--- config.mk ---
export PLATFORM = sky130hd
export DESIGN_NAME = led_pattern_top_flat
export DESIGN_NICKNAME = d
export VERILOG_FILES = /design/src/rtl/led_pattern_pkg.sv /design/src/rtl/led_pattern_if.sv /design/src/rtl/led_prescaler.sv /design/src/rtl/led_pattern_top.sv /design/src/flat_wrapper.sv
export SDC_FILE = /design/constraint.sdc
export NUM_CORES = 1
export LEC_CHECK = 0
export ABC_CLOCK_PERIOD_IN_PS = 2100
export CAP_MARGIN = 25
export CORE_ASPECT_RATIO = 1.1
export CORE_MARGIN = 2
export CORE_UTILIZATION = 50
export CTS_CLUSTER_SIZE = 10
export DETAILED_ROUTE_END_ITERATION = 16
export PLACE_DENSITY = 0.79
export SYNTH_ARGS = -nofsm -noshare
export SYNTH_HDL_FRONTEND = slang
export SYNTH_SLANG_ARGS = --single-unit
export TNS_END_PERCENT = 1
--- constraint.sdc ---
create_clock -name clk -period 2.1 [get_ports clk]
set_input_delay 0.42 -clock clk [delete_from_list [all_inputs] [get_ports clk]]
set_output_delay 0.42 -clock clk [all_outputs]
set_load 0.01 [all_outputs]
--- src/rtl/led_pattern_pkg.sv ---
// Shared types and constants for the LED pattern generator.
// Phase encoding, per-phase step limits and the pattern ROMs live here.
package led_pattern_pkg;

    typedef enum logic [1:0] {
        COUNT = 2'd0,
        SCAN  = 2'd1,
        FLASH = 2'd2
    } phase_t;

    localparam logic [3:0] COUNT_LAST = 4'd15;
    localparam logic [3:0] SCAN_LAST  = 4'd5;
    localparam logic [3:0] FLASH_LAST = 4'd3;

    localparam logic [0:5][3:0] SCAN_ROM = {
        4'b0001, 4'b0010, 4'b0100, 4'b1000, 4'b0100, 4'b0010
    };
    localparam logic [0:3][3:0] FLASH_ROM = {
        4'b1111, 4'b0000, 4'b1111, 4'b0000
    };

    // Out-of-range steps and illegal phases show dark rather than garbage.
    function automatic logic [3:0] pattern(phase_t phase, logic [3:0] step);
        logic [3:0] pat;
        pat = 4'b0000;
        case (phase)
            COUNT: pat = step;
            SCAN:  if (step <= SCAN_LAST) pat = SCAN_ROM[step[2:0]];
            FLASH: if (step <= FLASH_LAST) pat = FLASH_ROM[step[1:0]];
            default: pat = 4'b0000;
        endcase
        return pat;
    endfunction

endpackage

--- src/rtl/led_pattern_if.sv ---
// LED pin bundle: the top drives it through the master modport.
interface led_pattern_if;
    logic [3:0] led;

    modport master (output led);
    modport slave  (input led);
endinterface

--- src/rtl/led_prescaler.sv ---
// Step-tick prescaler: one-cycle tick every TICK_DIV clocks.
module led_prescaler #(
    parameter int unsigned TICK_DIV = 25_000_000
) (
    input  logic clk,
    input  logic rst_n,
    output logic tick
);

    localparam int unsigned CNT_W = $clog2(TICK_DIV);
    localparam logic [CNT_W-1:0] CNT_LAST = CNT_W'(TICK_DIV - 1);

    logic [CNT_W-1:0] div_cnt_q;
    logic [CNT_W-1:0] div_cnt_d;

    always_comb begin
        tick      = (div_cnt_q == CNT_LAST);
        div_cnt_d = tick ? '0 : div_cnt_q + CNT_W'(1);
    end

    always_ff @(posedge clk) begin
        if (!rst_n) begin
            div_cnt_q <= '0;
        end else begin
            div_cnt_q <= div_cnt_d;
        end
    end

endmodule

--- src/rtl/led_pattern_top.sv ---
// Board-level LED pattern generator: count / scan / flash sequencer
// stepped by a prescaler, gated by a global PWM brightness mask.
module led_pattern_top
    import led_pattern_pkg::*;
#(
    parameter int unsigned TICK_DIV = 25_000_000,
    parameter int unsigned PWM_BITS = 4,
    parameter int unsigned DUTY     = 16
) (
    input  logic          clk,
    input  logic          rst_n,
    led_pattern_if.master bus
);

    // One extra bit so that DUTY = 2**PWM_BITS means always on.
    localparam logic [PWM_BITS:0] DUTY_W = (PWM_BITS + 1)'(DUTY);

    logic                tick;
    phase_t              phase_q;
    phase_t              phase_d;
    logic [3:0]          step_q;
    logic [3:0]          step_d;
    logic [PWM_BITS-1:0] pwm_cnt_q;
    logic                pwm_on;
    logic [3:0]          led_q;

    led_prescaler #(
        .TICK_DIV (TICK_DIV)
    ) u_prescaler (
        .clk   (clk),
        .rst_n (rst_n),
        .tick  (tick)
    );

    always_comb begin
        phase_d = phase_q;
        step_d  = step_q;
        case (phase_q)
            COUNT: begin
                if (tick) begin
                    if (step_q >= COUNT_LAST) begin
                        phase_d = SCAN;
                        step_d  = '0;
                    end else begin
                        step_d = step_q + 4'd1;
                    end
                end
            end
            SCAN: begin
                if (tick) begin
                    if (step_q >= SCAN_LAST) begin
                        phase_d = FLASH;
                        step_d  = '0;
                    end else begin
                        step_d = step_q + 4'd1;
                    end
                end
            end
            FLASH: begin
                if (tick) begin
                    if (step_q >= FLASH_LAST) begin
                        phase_d = COUNT;
                        step_d  = '0;
                    end else begin
                        step_d = step_q + 4'd1;
                    end
                end
            end
            // Illegal encoding recovers without waiting for a tick.
            default: begin
                phase_d = COUNT;
                step_d  = '0;
            end
        endcase
    end

    always_comb begin
        pwm_on = ({1'b0, pwm_cnt_q} < DUTY_W);
    end

    always_ff @(posedge clk) begin
        if (!rst_n) begin
            phase_q   <= COUNT;
            step_q    <= '0;
            pwm_cnt_q <= '0;
            led_q     <= '0;
        end else begin
            phase_q   <= phase_d;
            step_q    <= step_d;
            pwm_cnt_q <= pwm_cnt_q + PWM_BITS'(1);
            led_q     <= pattern(phase_q, step_q) & {4{pwm_on}};
        end
    end

    assign bus.led = led_q;

endmodule

--- src/flat_wrapper.sv ---
// flat-port wrapper written by rule: the top's interface ports become plain ports
module led_pattern_top_flat import led_pattern_pkg::*;
#(
    parameter int unsigned TICK_DIV = 25_000_000,
    parameter int unsigned PWM_BITS = 4,
    parameter int unsigned DUTY     = 16
)
  (clk, rst_n, bus_led);
  led_pattern_if bus_i ();
  input  logic clk;
  input  logic rst_n;
  output wire logic [$bits(bus_i.led)-1:0] bus_led;
  assign bus_led = bus_i.led;
  led_pattern_top #(.TICK_DIV(TICK_DIV), .PWM_BITS(PWM_BITS), .DUTY(DUTY)) u_core (.clk(clk), .rst_n(rst_n), .bus(bus_i));
endmodule
# Word level (Yosys, flattened, before mapping)
# Memories as Yosys holds them, arrays and structs flattened.
# Index checks and enable logic that the tools add are counted.
# totals
ff_bits,35
mem_bits_ro,32
mem_count,1
# classes
n_addsub,2
magnitude_cmp,7
n_eq_ne,9
n_mux,22
bitwise,3
n_reduce_logical,4
# mem_list
name,depth,word_bits,rd,rd_clocked_by_memory_dff,write_ports,line_no,text
(no name shown),8,4,1,0,0,led_pattern_pkg.sv:28,SCAN: if (step <= SCAN_LAST) pat = SCAN_ROM[step[2:0]];
# ops
op,count
4-bit 2-to-1 mux,12
25-bit by 1-bit adder with 25-bit output (second input constant),1
25-bit == test (second input constant),1
4-bit one-hot mux with 3 select lines,2
2-bit 2-to-1 mux,6
2-bit by 1-bit != test with 1-bit output (second input constant),6
4-bit binary-select mux with 2-bit select,1
4-bit >= comparator (second input constant),2
2-bit one-hot mux with 3 select lines,1
6-bit AND reduction,1
4-bit by 1-bit adder with 4-bit output (second input constant),1
4-bit by 2-bit >= comparator with 1-bit output (second input constant),1
4-bit by 3-bit >= comparator with 1-bit output (second input constant),1
4-bit by 2-bit less-or-equal comparator with 1-bit output (second input constant),1
4-bit by 3-bit less-or-equal comparator with 1-bit output (second input constant),1
3-bit NOT with 4-bit output,1
3-bit >= comparator (second input constant),1
2-bit NOT with 3-bit output,1
3-bit AND reduction,1
2-bit by 1-bit == test with 1-bit output (second input constant),1
2-bit == test (second input constant),1
2-bit zero test,1
2-bit OR reduction,1
1-bit NOT,1

# Longest topological paths before layout
# Gate-level depths: netlist of run 1.
# logic_depth
ltp_word,6
ltp_mapped,7

# Cells and area by module
# From an unflattened synthesis of run 1, not the netlist that was laid out.
# unflattened
hier_cells,215
hier_area_um2,1868.0
# by_module_without_submodules
module,instances,cells_per_inst,area_each_um2,seq_area_each_um2
led_prescaler,1,139,1237.4,500.5
led_pattern_top,1,76,630.6,200.2

# Worst setup path before layout of run 1
# Ideal clock, no wire load.
# synth_path
kind,register to register
startpoint,register u_core.step_q[1]
endpoint,register u_core.step_q[2]
setup_time_ns,0.092
arrival_time_ns,1.587
t_required_ns,2.008
slack_ns,0.421
stages_incl_launch_ff,8
synth_period_minus_slack_ns,1.679
cell_sequence,dfxtp_1 inv_1 ha_1 nand2b_1 a211oi_1 a221o_1 nand2_1 o32ai_1
# synth_between
elab_chain_len,4
# synth_rtl
element,line_no,text
start: declaration,led_pattern_top.sv:21,logic [3:0] step_q;
start signal: assignment,led_pattern_top.sv:89,step_q <= step_d;
"4-bit by 1-bit adder with 4-bit output, or another cell as far along","led_pattern_top.sv:45, led_pattern_top.sv:55, led_pattern_top.sv:65",
"4-bit 2-to-1 mux, on equally long branches","led_pattern_top.sv:61, led_pattern_top.sv:41, led_pattern_top.sv:51",
"4-bit 2-to-1 mux, on equally long branches","led_pattern_top.sv:60, led_pattern_top.sv:40, led_pattern_top.sv:50",
4-bit one-hot mux with 3 select lines (*),led_pattern_top.sv:38,case (phase_q)
# Mark *: on every way between the ends. The rest lies on a longest branch, timed or not. The select of a mux whose other input is x is not followed.
# A chain may end at the register's enable or synchronous reset.

# Worst setup path after layout of run 1
# Same ends and word-level chain as after synthesis.

==> flow_summary.toml, run 1 <==
[cells_and_area]
num-fill-cells = 305
antennaDiodeCount = 0
nNetsFinal = 218
synthToLayoutAreaGrowth_pct = 9.431
drive_above_1_share_pct = 9.048

[floorplan]
die_h_um = 65.84
core-area_sq_um = 3331
dieArea_sq_um = 3964
num_rows = 22
io_pins = 6
die_w_um = 60.21
start_util_pct = 52.18

[synth]
ys_seq_area_share_pct = 40.32
synth.area.mux_share_pct = 0.6479
ys_ff_latch = 35
synth.cell_area_sq_um = 1738
synth_top_family_by_area = "simple AND/OR/NAND/NOR gates"
synthXorXnorAreaFrac_pct = 11.09
synth_largest_area_cell = "dfxtp_1"
avgSynthCellArea_sq_um = 8.604
yosysTopAreaCellShare_pct = 40.32
synth-compound-area-share_pct = 7.703
synth_nets = 211
synth_adder_area_share_pct = 5.040
yosysWarnings = 0
synth.area.top_cells = "dfxtp_1 40%, nor2_1 7.1%, xnor2_1 6.6%, ha_1 5.0%, nand2_1 5.0%"
yosys.area_share.simple_pct = 31.68
syn-instance-count = 202
ys_types = 39

[worst_hold_path]
hold_path.class = "flop to flop"
min_from = "u_core.u_prescaler.div_cnt_q[0]"

[place]
pre_cts_slack_ns = 0.2202
gp_congestion = 0.8461
dp_hpwl_um = 2215
port-buffer-count = 5

[pwr]
power_frac_clock_pct = 33.4
p_seq_share_pct = 63.9
powerDensity_nw_per_um2 = 554.6
netSwitchingFraction_pct = 23.32
p_leak_nw = 0.6599
power_switching_mw = 0.2460
p_int_mw = 0.8088
vdd_drop_max_uv = 443.6
pwr-share-comb_pct = 2.7

[clock_tree]
cts_buffer_depth = 2
path_clk_slew_ns = 0.10
cts_resized = 0
cts-root-buf = "clkbuf_4"
postCtsHoldBufs = 0
cts_tree = "built"
post-cts-setup-buffer-count = 0
h-tree-depth = 2
clkLatencyLatePin_ns = 0.34
clkSinkCount = 35
numCtsBuffers = 5

[drt]
viasPerCell = 5.190
drt_wl_total_um = 3043
drcViolationCount = 0
dr_wl_met2_um = 1505
vias = 1339
detail-route-antenna-nets = 0
drtIter0Drc = 49
top_layer = "met4"
wl_met1_um = 1373
drt-pass1-iter-count = 4
wl_per_cell_um = 11.79
wl_met3_um = 95

[global_routing]
grt_util_all_layers_pct = 18.38
grt_max_degree = 26
grt_pass1_wl_um = 5430
antenna_found_initial = 0
overflow = 0
grt_pass1_vias = 1298

[timing]
relSlewSlack_pct = 62.60
setup_viol = 0
grt_setup_unrepaired = "no"
max_freq_mhz = 524.2
worst_slack_ns = 0.1922
fin_crit_sh_pct = 90.85
hold_violations = 0
fin_crit_ns = 1.908
slew_violations = 0
fin_tns_setup_ns = 0
finClkSkew_ns = 0.01377
worst_pin_slew_ns = 0.5563

[setup_path]
start_kind = "flop"
critical_path.endpoint_type = "flop"
crit_type = "flop to flop"
timing.critical_path.slowest_stage_cell = "dfxtp_1"
crit_buf_inv = 1
critPathMaxStageDelay_ns = 0.41
cp_top_family = "compound AO/OA/AOI/OAI gates"
rr_startpoint = "u_core.step_q[1]"
critPathRequiredTime_ns = 2.35
cp-startpoint = "u_core.step_q[1]"
worstPathCellList = "inv_1 > ha_1 > nand2b_1 > a211oi_1 > a221o_1 > nand2_1 > o32ai_1"
critPathArrivalTime_ns = 2.16
path_max_fanout = 5

[run]
maxCapViolCount = 0

[run_status]
outcome = "finished clean"
## Yosys cell counts
cell type   n
dfxtp_1    35
nor2_1     33
nand2_1    23
xnor2_1    13
nand3_1    12
xor2_1      9
ha_1        7
inv_1       7
nand2b_1    5
a21oi_1     4
a31oi_1     4
and3_1      4
buf_2       4
clkbuf_1    3
nand4_1     3
nor4_1      3
nor4bb_1    3
o21a_1      3
a211oi_1    2
nand4_2     2
nor3_2      2
o21ai_0     2
o32ai_1     2
or4_1       2
a221o_1     1
and2_1      1
and4_1      1
buf_1       1
mux2_2      1
nand3_2     1
nand4b_1    1
nor2_2      1
nor3_1      1
nor4_2      1
nor4b_1     1
nor4b_4     1
o22ai_1     1
o31ai_1     1
or3_1       1
## through the flow
step / area, sq um / utilization, % / power, mW / cells / hold slack, ns
after floorplan: 1738 / - / 0.7068 / 202 / 0.4415
after global placement: 1848 / 55.48 / 0.7174 / 250 / 0.4595
after detailed placement: 1848 / 55.48 / 0.7173 / 250 / 0.4705
after CTS: 1902 / 57.10 / 1.068 / 258 / 0.4955
after global routing: 1902 / 57.10 / 1.107 / 258 / 0.5200
final: 1902 / 57.10 / 1.055 / 258 / 0.4867
## sequential cells by signal, summed over array words and instances (netlist names)
register and cells:
u_core.bus.led 4, u_core.phase_q 2, u_core.step_q 4, u_core.u_prescaler.div_cnt_q 25
## metal layers
layer | track usage (%) | vias up
met1 | 21.45 | 609
met5 | 0 | -
met3 | 6.458 | 8
met4 | 9.167 | 0
li1 | - | 707
met2 | 29.35 | 15
## layout by cell type (no fill, tap or decap), types with 2 or more instances in the layout
cell             synthesis  final
a21oi_1                  4      4
xnor2_1                 13     13
nor3_2                   2      2
nand4_2                  2      2
dfxtp_1                 35     35
nand2b_1                 5      5
nand3_1                 12     12
nor4bb_1                 3      3
and3_1                   4      4
clkbuf_4                 0      5
ha_1                     7      7
nand4_1                  3      3
nand2_1                 23     23
clkdlybuf4s50_1          0      5
or4_1                    2      2
a211oi_1                 2      2
o21a_1                   3      3
a31oi_1                  4      4
o21ai_0                  2      2
nor2_1                  33     33
inv_1                    7      7
buf_4                    0      2
xor2_1                   9      9
o32ai_1                  2      2
nor4_1                   3      3
## cells by family after synthesis
logic type | after synthesis
flip-flops | 35
buffers and inverters | 15
AO/OA/AOI/OAI | 20
adder cells (fa/ha/maj) | 7
XOR/XNOR | 22
multiplexers | 1
AND/OR/NAND/NOR | 102
## area by class of cell
type                            instances  area, sq um  area share (%)
Inverter                                7        26.28           1.382
Timing Repair Buffer                    8        85.08           4.474
Tap cell                               48        60.06           3.158
Clock inverter                          2        12.51          0.6579
Sequential cell                        35        700.7           36.84
Clock buffer                            6        41.29           2.171
Multi-Input combinational cell        152        975.9           51.32
## worst register-to-register path: cells and delay by family (launching register included)
family / cells / cell delay [ns]
compound gates: 3 / 0.83
flops: 1 / 0.41
fa+ha+maj: 1 / 0.22
buf+inv: 1 / 0.11
simple gates: 2 / 0.26
## final timing paths
kind | depth (start not counted) | slack (ns) | endpoint
worst min register to register | 1 | 0.49 | u_core.u_prescaler.div_cnt_q[0]
worst min-delay path | 1 | 0.49 | u_core.u_prescaler.div_cnt_q[0]
worst max-delay path | 7 | 0.19 | u_core.step_q[2]
worst max register to register | 7 | 0.19 | u_core.step_q[2]
## power by group through the flow
stage                     Combinational [mW]  Clock [mW]  Sequential (mW)
after floorplan                       0.0185           0            0.688
after global placement                0.0283           0            0.689
after detailed placement              0.0280           0            0.689
after CTS                             0.0282       0.366            0.674
after global routing                  0.0321       0.399            0.676
final                                 0.0280       0.353            0.674
No activity file was read; power rests on OpenSTA's default activity.
==> inputs of run 2 (changes only) <==
- ABC_CLOCK_PERIOD_IN_PS: 2100 -> 1900
- PLACE_DENSITY: 0.79 -> not set
- PLACE_DENSITY_LB_ADDON: not set -> 0.2
- clock period: 2.1 -> 1.9 ns (I/O delays scaled with it)
==> run 2 against run 1 <==
Against the previous run: worst hold slack improved by 0.0085 ns; via count is 6.2% higher; global-route usage grew 1.6 points; clock skew shrank 0.0084 ns; sequential share of layout area fell by 2.2 points; register-to-register slack got worse by 0.12 ns; non-clock buffer count grew 9; utilization up 3.7 points; sequential cell count unchanged; setup slack got worse by 0.12 ns; fmax increased by 4.6%; cell count grew 3.5%.
==> flow_summary.toml, run 2 (same netlist as run 1, synthesis figures left out) <==
[run_status]
outcome = "finished clean"

[clock_tree]
numCtsBuffers = 5
postCtsHoldBufs = 0
clkLatencyLatePin_ns = 0.34
path_clk_slew_ns = 0.10
cts_resized = 0
cts-root-buf = "clkbuf_4"
post-cts-setup-buffer-count = 0
h-tree-depth = 2
clkSinkCount = 35
cts_buffer_depth = 2
cts_tree = "built"

[timing]
max_freq_mhz = 548.0
slew_violations = 0
whs_ns = 0.4952
fin_crit_sh_pct = 96.04
fin_crit_ns = 1.825
hold_violations = 0
grt_setup_unrepaired = "yes"
setup_viol = 0
relSlewSlack_pct = 76.49
finClkSkew_ns = 0.005399
worst_pin_slew_ns = 0.3494
fin_tns_setup_ns = 0

[worst_hold_path]
hold_path.class = "flop to flop"

[global_routing]
grt_pass1_wl_um = 6023
grt_pass1_vias = 1414
grt_max_degree = 26
grt_util_all_layers_pct = 19.99
overflow = 0
antenna_found_initial = 0

[setup_path]
rrSetupSlack_ns = 0.08
path_max_fanout = 25
crit_type = "flop to flop"
critPathMaxStageDelay_ns = 0.41
critical_path.endpoint_type = "flop"
cp_top_family = "simple AND/OR/NAND/NOR gates"
start_kind = "flop"
critPathRequiredTime_ns = 2.14
critPathArrivalTime_ns = 2.06
worstPathCellList = "nor4bb_2 > nand4_1 > nor3_1 > buf_4 > nand2b_1 > buf_12 > nor2_1"
timing.critical_path.slowest_stage_cell = "dfxtp_1"
crit_buf_inv = 2

[cells_and_area]
layout_common_cells = "35 x dfxtp_1, 33 x nor2_1, 23 x nand2_1"
stdcell_count = 267
num-fill-cells = 301
largest_register_ff_count = 25
antennaDiodeCount = 0
final_common_cell = "dfxtp_1"
drive_above_1_share_pct = 15.53
synthToLayoutAreaGrowth_pct = 16.49
regMostFlops = "u_core.u_prescaler.div_cnt_q"
nNetsFinal = 227
final_util_pct = 60.78

[floorplan]
start_util_pct = 52.18
num_rows = 22
dieArea_sq_um = 3964
io_pins = 6
core-area_sq_um = 3331
die_h_um = 65.84
die_w_um = 60.21

[pwr]
power_switching_mw = 0.2804
powerDensity_nw_per_um2 = 647.2
p_int_mw = 1.030
p_seq_share_pct = 56.8
netSwitchingFraction_pct = 21.40
vdd_drop_max_uv = 429.2
power_frac_clock_pct = 40.6
p_leak_nw = 0.7236
pwr-share-comb_pct = 2.6
power.total_mw = 1.310

[drt]
detail-route-antenna-nets = 0
drt_wl_total_um = 3274
drtIter0Drc = 67
drt-pass1-iter-count = 4
vias = 1422
drcViolationCount = 0
wl_per_cell_um = 12.26
viasPerCell = 5.326

[place]
dp_hpwl_um = 2428
dp.cells = 259
gp_congestion = 0.8097
port-buffer-count = 5

[run]
maxCapViolCount = 0
run 2: power by group through the flow:
stage | Combinational, mW | Clock (mW) | Sequential [mW]
after global routing | 0.0383 | 0.579 | 0.746
final | 0.0341 | 0.532 | 0.744
after CTS | 0.0346 | 0.551 | 0.744
after global placement | 0.0337 | 0 | 0.760
after detailed placement | 0.0345 | 0 | 0.761
after floorplan | 0.0205 | 0 | 0.761
run 2: per-layer routing:
metal / track usage, % / wire, um / vias to the layer above
met5: 0 / 0 / -
met4: 7.778 / 38 / 0
met3: 5.479 / 78 / 4
met2: 35.60 / 1782 / 10
met1: 21.94 / 1375 / 685
li1: - / - / 723
run 2: layout make-up:
type / count / area (sq um) / share of cell area, %
tap: 48 / 60.06 / 2.967
inverter: 7 / 26.28 / 1.298
timing repair buffer: 17 / 152.6 / 7.540
sequential: 35 / 700.7 / 34.61
multi-input combinational: 152 / 1003 / 49.57
clock inverter: 3 / 43.79 / 2.163
clock buffer: 5 / 37.54 / 1.854
run 2: final timing paths:
kind,startpoint,to,cells past startpoint
max,u_core.u_prescaler.div_cnt_q[18],u_core.u_prescaler.div_cnt_q[2],7
min,u_core.u_prescaler.div_cnt_q[0],u_core.u_prescaler.div_cnt_q[0],1
max reg2reg,u_core.u_prescaler.div_cnt_q[18],u_core.u_prescaler.div_cnt_q[2],7
min reg2reg,u_core.u_prescaler.div_cnt_q[0],u_core.u_prescaler.div_cnt_q[0],1
run 2: worst register-to-register path, stage by stage, from the launching register on:
cell and delay (ns):
dfxtp_1 0.41, nor4bb_2 0.35, nand4_1 0.14, nor3_1 0.22, buf_4 0.20, nand2b_1 0.17, buf_12 0.18, nor2_1 0.07
run 2: through the flow:
stage / cell area, sq um / setup slack, ns
global placement: 1916 / 0.1501
finish: 2024 / 0.07527
global route: 2024 / -0.04840
detailed placement: 1916 / 0.07138
floorplan: 1738 / 0.2212
CTS: 1997 / 0.04449
==> inputs of run 3 (changes only) <==
- ABC_AREA: not set -> 1
- CELL_PAD_IN_SITES_DETAIL_PLACEMENT: not set -> 0
- CELL_PAD_IN_SITES_GLOBAL_PLACEMENT: not set -> 1
- CORE_UTILIZATION: 50 -> 43
- GPL_TIMING_DRIVEN: not set -> 0
==> run 3 against run 2 <==
Against the previous run: design area increased by 6.7%; clock skew increased by 0.0037 ns; die area increased by 28%; worst hold slack got worse by 0.052 ns; critical path depth increased by 3; combinational power decreased by 11%; critical path type unchanged; sequential share of layout area decreased by 2.2 points; power increased by 4.2%; routed wire length increased by 27%.
==> flow_summary.toml, run 3 <==
[synth]
synth.cell_area_sq_um = 1939
syn-instance-count = 293
ys_types = 21
synthFlopType = "dfxtp_1"
ys_seq_area_share_pct = 36.13
avgSynthCellArea_sq_um = 6.619
synthTopCellsByCount = "65 x nand2_1, 55 x nor2_1, 37 x inv_1"
synth_edf_count = 0
synth_most_common_cell = "nand2_1"
yosysWarnings = 0
synth_nets = 302
yosysTopAreaCellShare_pct = 36.13
ys_ff_latch = 35
synth_largest_area_cell = "dfxtp_1"
synth.area.top_cells = "dfxtp_1 36%, nand2_1 13%, nor2_1 11%, inv_1 7.2%, nand3_1 6.5%"
async_reset_ff_share_pct = 0

[floorplan]
start_util_pct = 44.93
die_h_um = 74.44
die_w_um = 68.03
num_rows = 25
dieArea_sq_um = 5064
core-area_sq_um = 4317
io_pins = 6

[timing]
grt_setup_unrepaired = "no"
slew_violations = 0
fin_crit_sh_pct = 87.88
max_freq_mhz = 598.9
finClkSkew_ns = 0.009101
worst_pin_slew_ns = 0.5520
setup_viol = 0
relSlewSlack_pct = 62.92
fin_crit_ns = 1.670
fin_tns_setup_ns = 0
hold_violations = 0

[worst_hold_path]
hold_path.class = "flop to flop"
min_from = "u_core.u_prescaler.div_cnt_q[0]"

[setup_path]
critPathArrivalTime_ns = 1.84
timing.critical_path.slowest_stage_cell = "dfxtp_1"
critPathRequiredTime_ns = 2.07
critical_path.endpoint_type = "flop"
start_kind = "flop"
cp_top_family = "flip-flops"
crit_type = "flop to flop"
cp-startpoint = "u_core.step_q[0]"
rr_startpoint = "u_core.step_q[0]"
worstPathCellList = "inv_1 > ha_1 > inv_1 > o21ai_0 > nand3_1 > nand3_1 > inv_1 > nand3_1 > nand2_1 > nor2_1"
crit_buf_inv = 3
path_max_fanout = 7
critPathMaxStageDelay_ns = 0.46

[pwr]
powerDensity_nw_per_um2 = 632.4
p_leak_nw = 0.8216
vdd_drop_max_uv = 235.5
power.total_mw = 1.366

[cells_and_area]
nNetsFinal = 314
layout_common_cells = "64 x nand2_1, 55 x nor2_1, 37 x inv_1"
antennaDiodeCount = 0
synthToLayoutAreaGrowth_pct = 11.35
drive_above_1_share_pct = 5.556
final_common_cell = "nand2_1"
regMostFlops = "u_core.u_prescaler.div_cnt_q"
largest_register_ff_count = 25

[drt]
drcViolationCount = 0
wl_per_cell_um = 11.53
drt-pass1-iter-count = 4
drt_wl_total_um = 4149
detail-route-antenna-nets = 0
drtIter0Drc = 91
vias = 1768
viasPerCell = 4.911

[clock_tree]
cts_buffer_depth = 2
h-tree-depth = 2
clkSinkCount = 35
path_clk_slew_ns = 0.06
cts_tree = "built"
clkLatencyLatePin_ns = 0.28
cts-root-buf = "clkbuf_8"
numCtsBuffers = 5

[global_routing]
grt_pass1_wl_um = 7417
grt_max_degree = 11
grt_pass1_vias = 1721
overflow = 0
antenna_found_initial = 0
grt_util_all_layers_pct = 19.50

[place]
port-buffer-count = 5
gp_congestion = 0.8382
dp_hpwl_um = 3255

[run_status]
outcome = "finished clean"

[run]
maxCapViolCount = 0
-- run 3: cells by family (layout without fill, tap and decap cells) --
group | count (synthesis) | after routing | share of synthesized area (%)
AO/OA/AOI/OAI | 30 | 30 | 8.001
XOR/XNOR | 13 | 13 | 5.871
adder cells (fa/ha/maj) | 7 | 7 | 4.516
buffers and inverters | 41 | 54 | 8.580
flip-flops | 35 | 35 | 36.13
AND/OR/NAND/NOR | 167 | 167 | 36.90
-- run 3: timing repair --
item / CTS / global route
buffers inserted: 0 / 0
resized for setup: 0 / 1
endpoints found under the setup margin: 0 / 20
hold buffers: 0 / 0
-- run 3: routing by layer --
| layer | vias up | part of all wire [%] | track usage (%) |
|---|---|---|---|
| met4 | 0 | 2.9 | 8.889 |
| li1 | 951 | - | - |
| met3 | 12 | 2.0 | 3.631 |
| met2 | 22 | 50 | 35.28 |
| met1 | 783 | 45 | 21.82 |
| met5 | - | 0 | 0 |
-- run 3: worst paths after layout --
check	endpoint	depth (start not counted)	slack (ns)
setup / recovery	u_core.phase_q[1]	10	0.23
hold reg to reg	u_core.u_prescaler.div_cnt_q[0]	1	0.44
hold / removal	u_core.u_prescaler.div_cnt_q[0]	1	0.44
setup reg to reg	u_core.phase_q[1]	10	0.23
-- run 3: cell type report --
class / count / area (sq um)
multi-input cells: 217 / 1075
repair buffers: 5 / 50.05
flip-flops and latches: 35 / 700.7
well taps: 54 / 67.56
plain buffers: 4 / 27.53
inverters: 37 / 138.9
fillers: 455 / 2157
clock buffers: 8 / 100.1
-- run 3: through the flow --
step	hold slack (ns)	instances	setup WS (ns)	instance area, sq um	util, %
floorplan	0.4175	293	0.4425	1939	-
global route	0.4946	360	0.02154	2160	50.03
finish	0.4431	360	0.2303	2160	50.03
global placement	0.4300	352	0.1668	2057	47.65
CTS	0.4487	360	0.1580	2157	49.97
detailed placement	0.4392	352	0.1645	2057	47.65
-- run 3: worst register-to-register path: cells and delay by family (launching register included) --
kind	cells	cell delay, ns
AO/OA/AOI/OAI	1	0.08
adder cells (fa/ha/maj)	1	0.22
buffers and inverters	3	0.39
flip-flops	1	0.46
AND/OR/NAND/NOR	5	0.41
-- run 3: power by group --
group          internal (mW)  switching [mW]  leakage [nW]
clock                  0.331           0.262        0.0515
combinational         0.0112          0.0193         0.488
sequential             0.739         0.00405         0.282
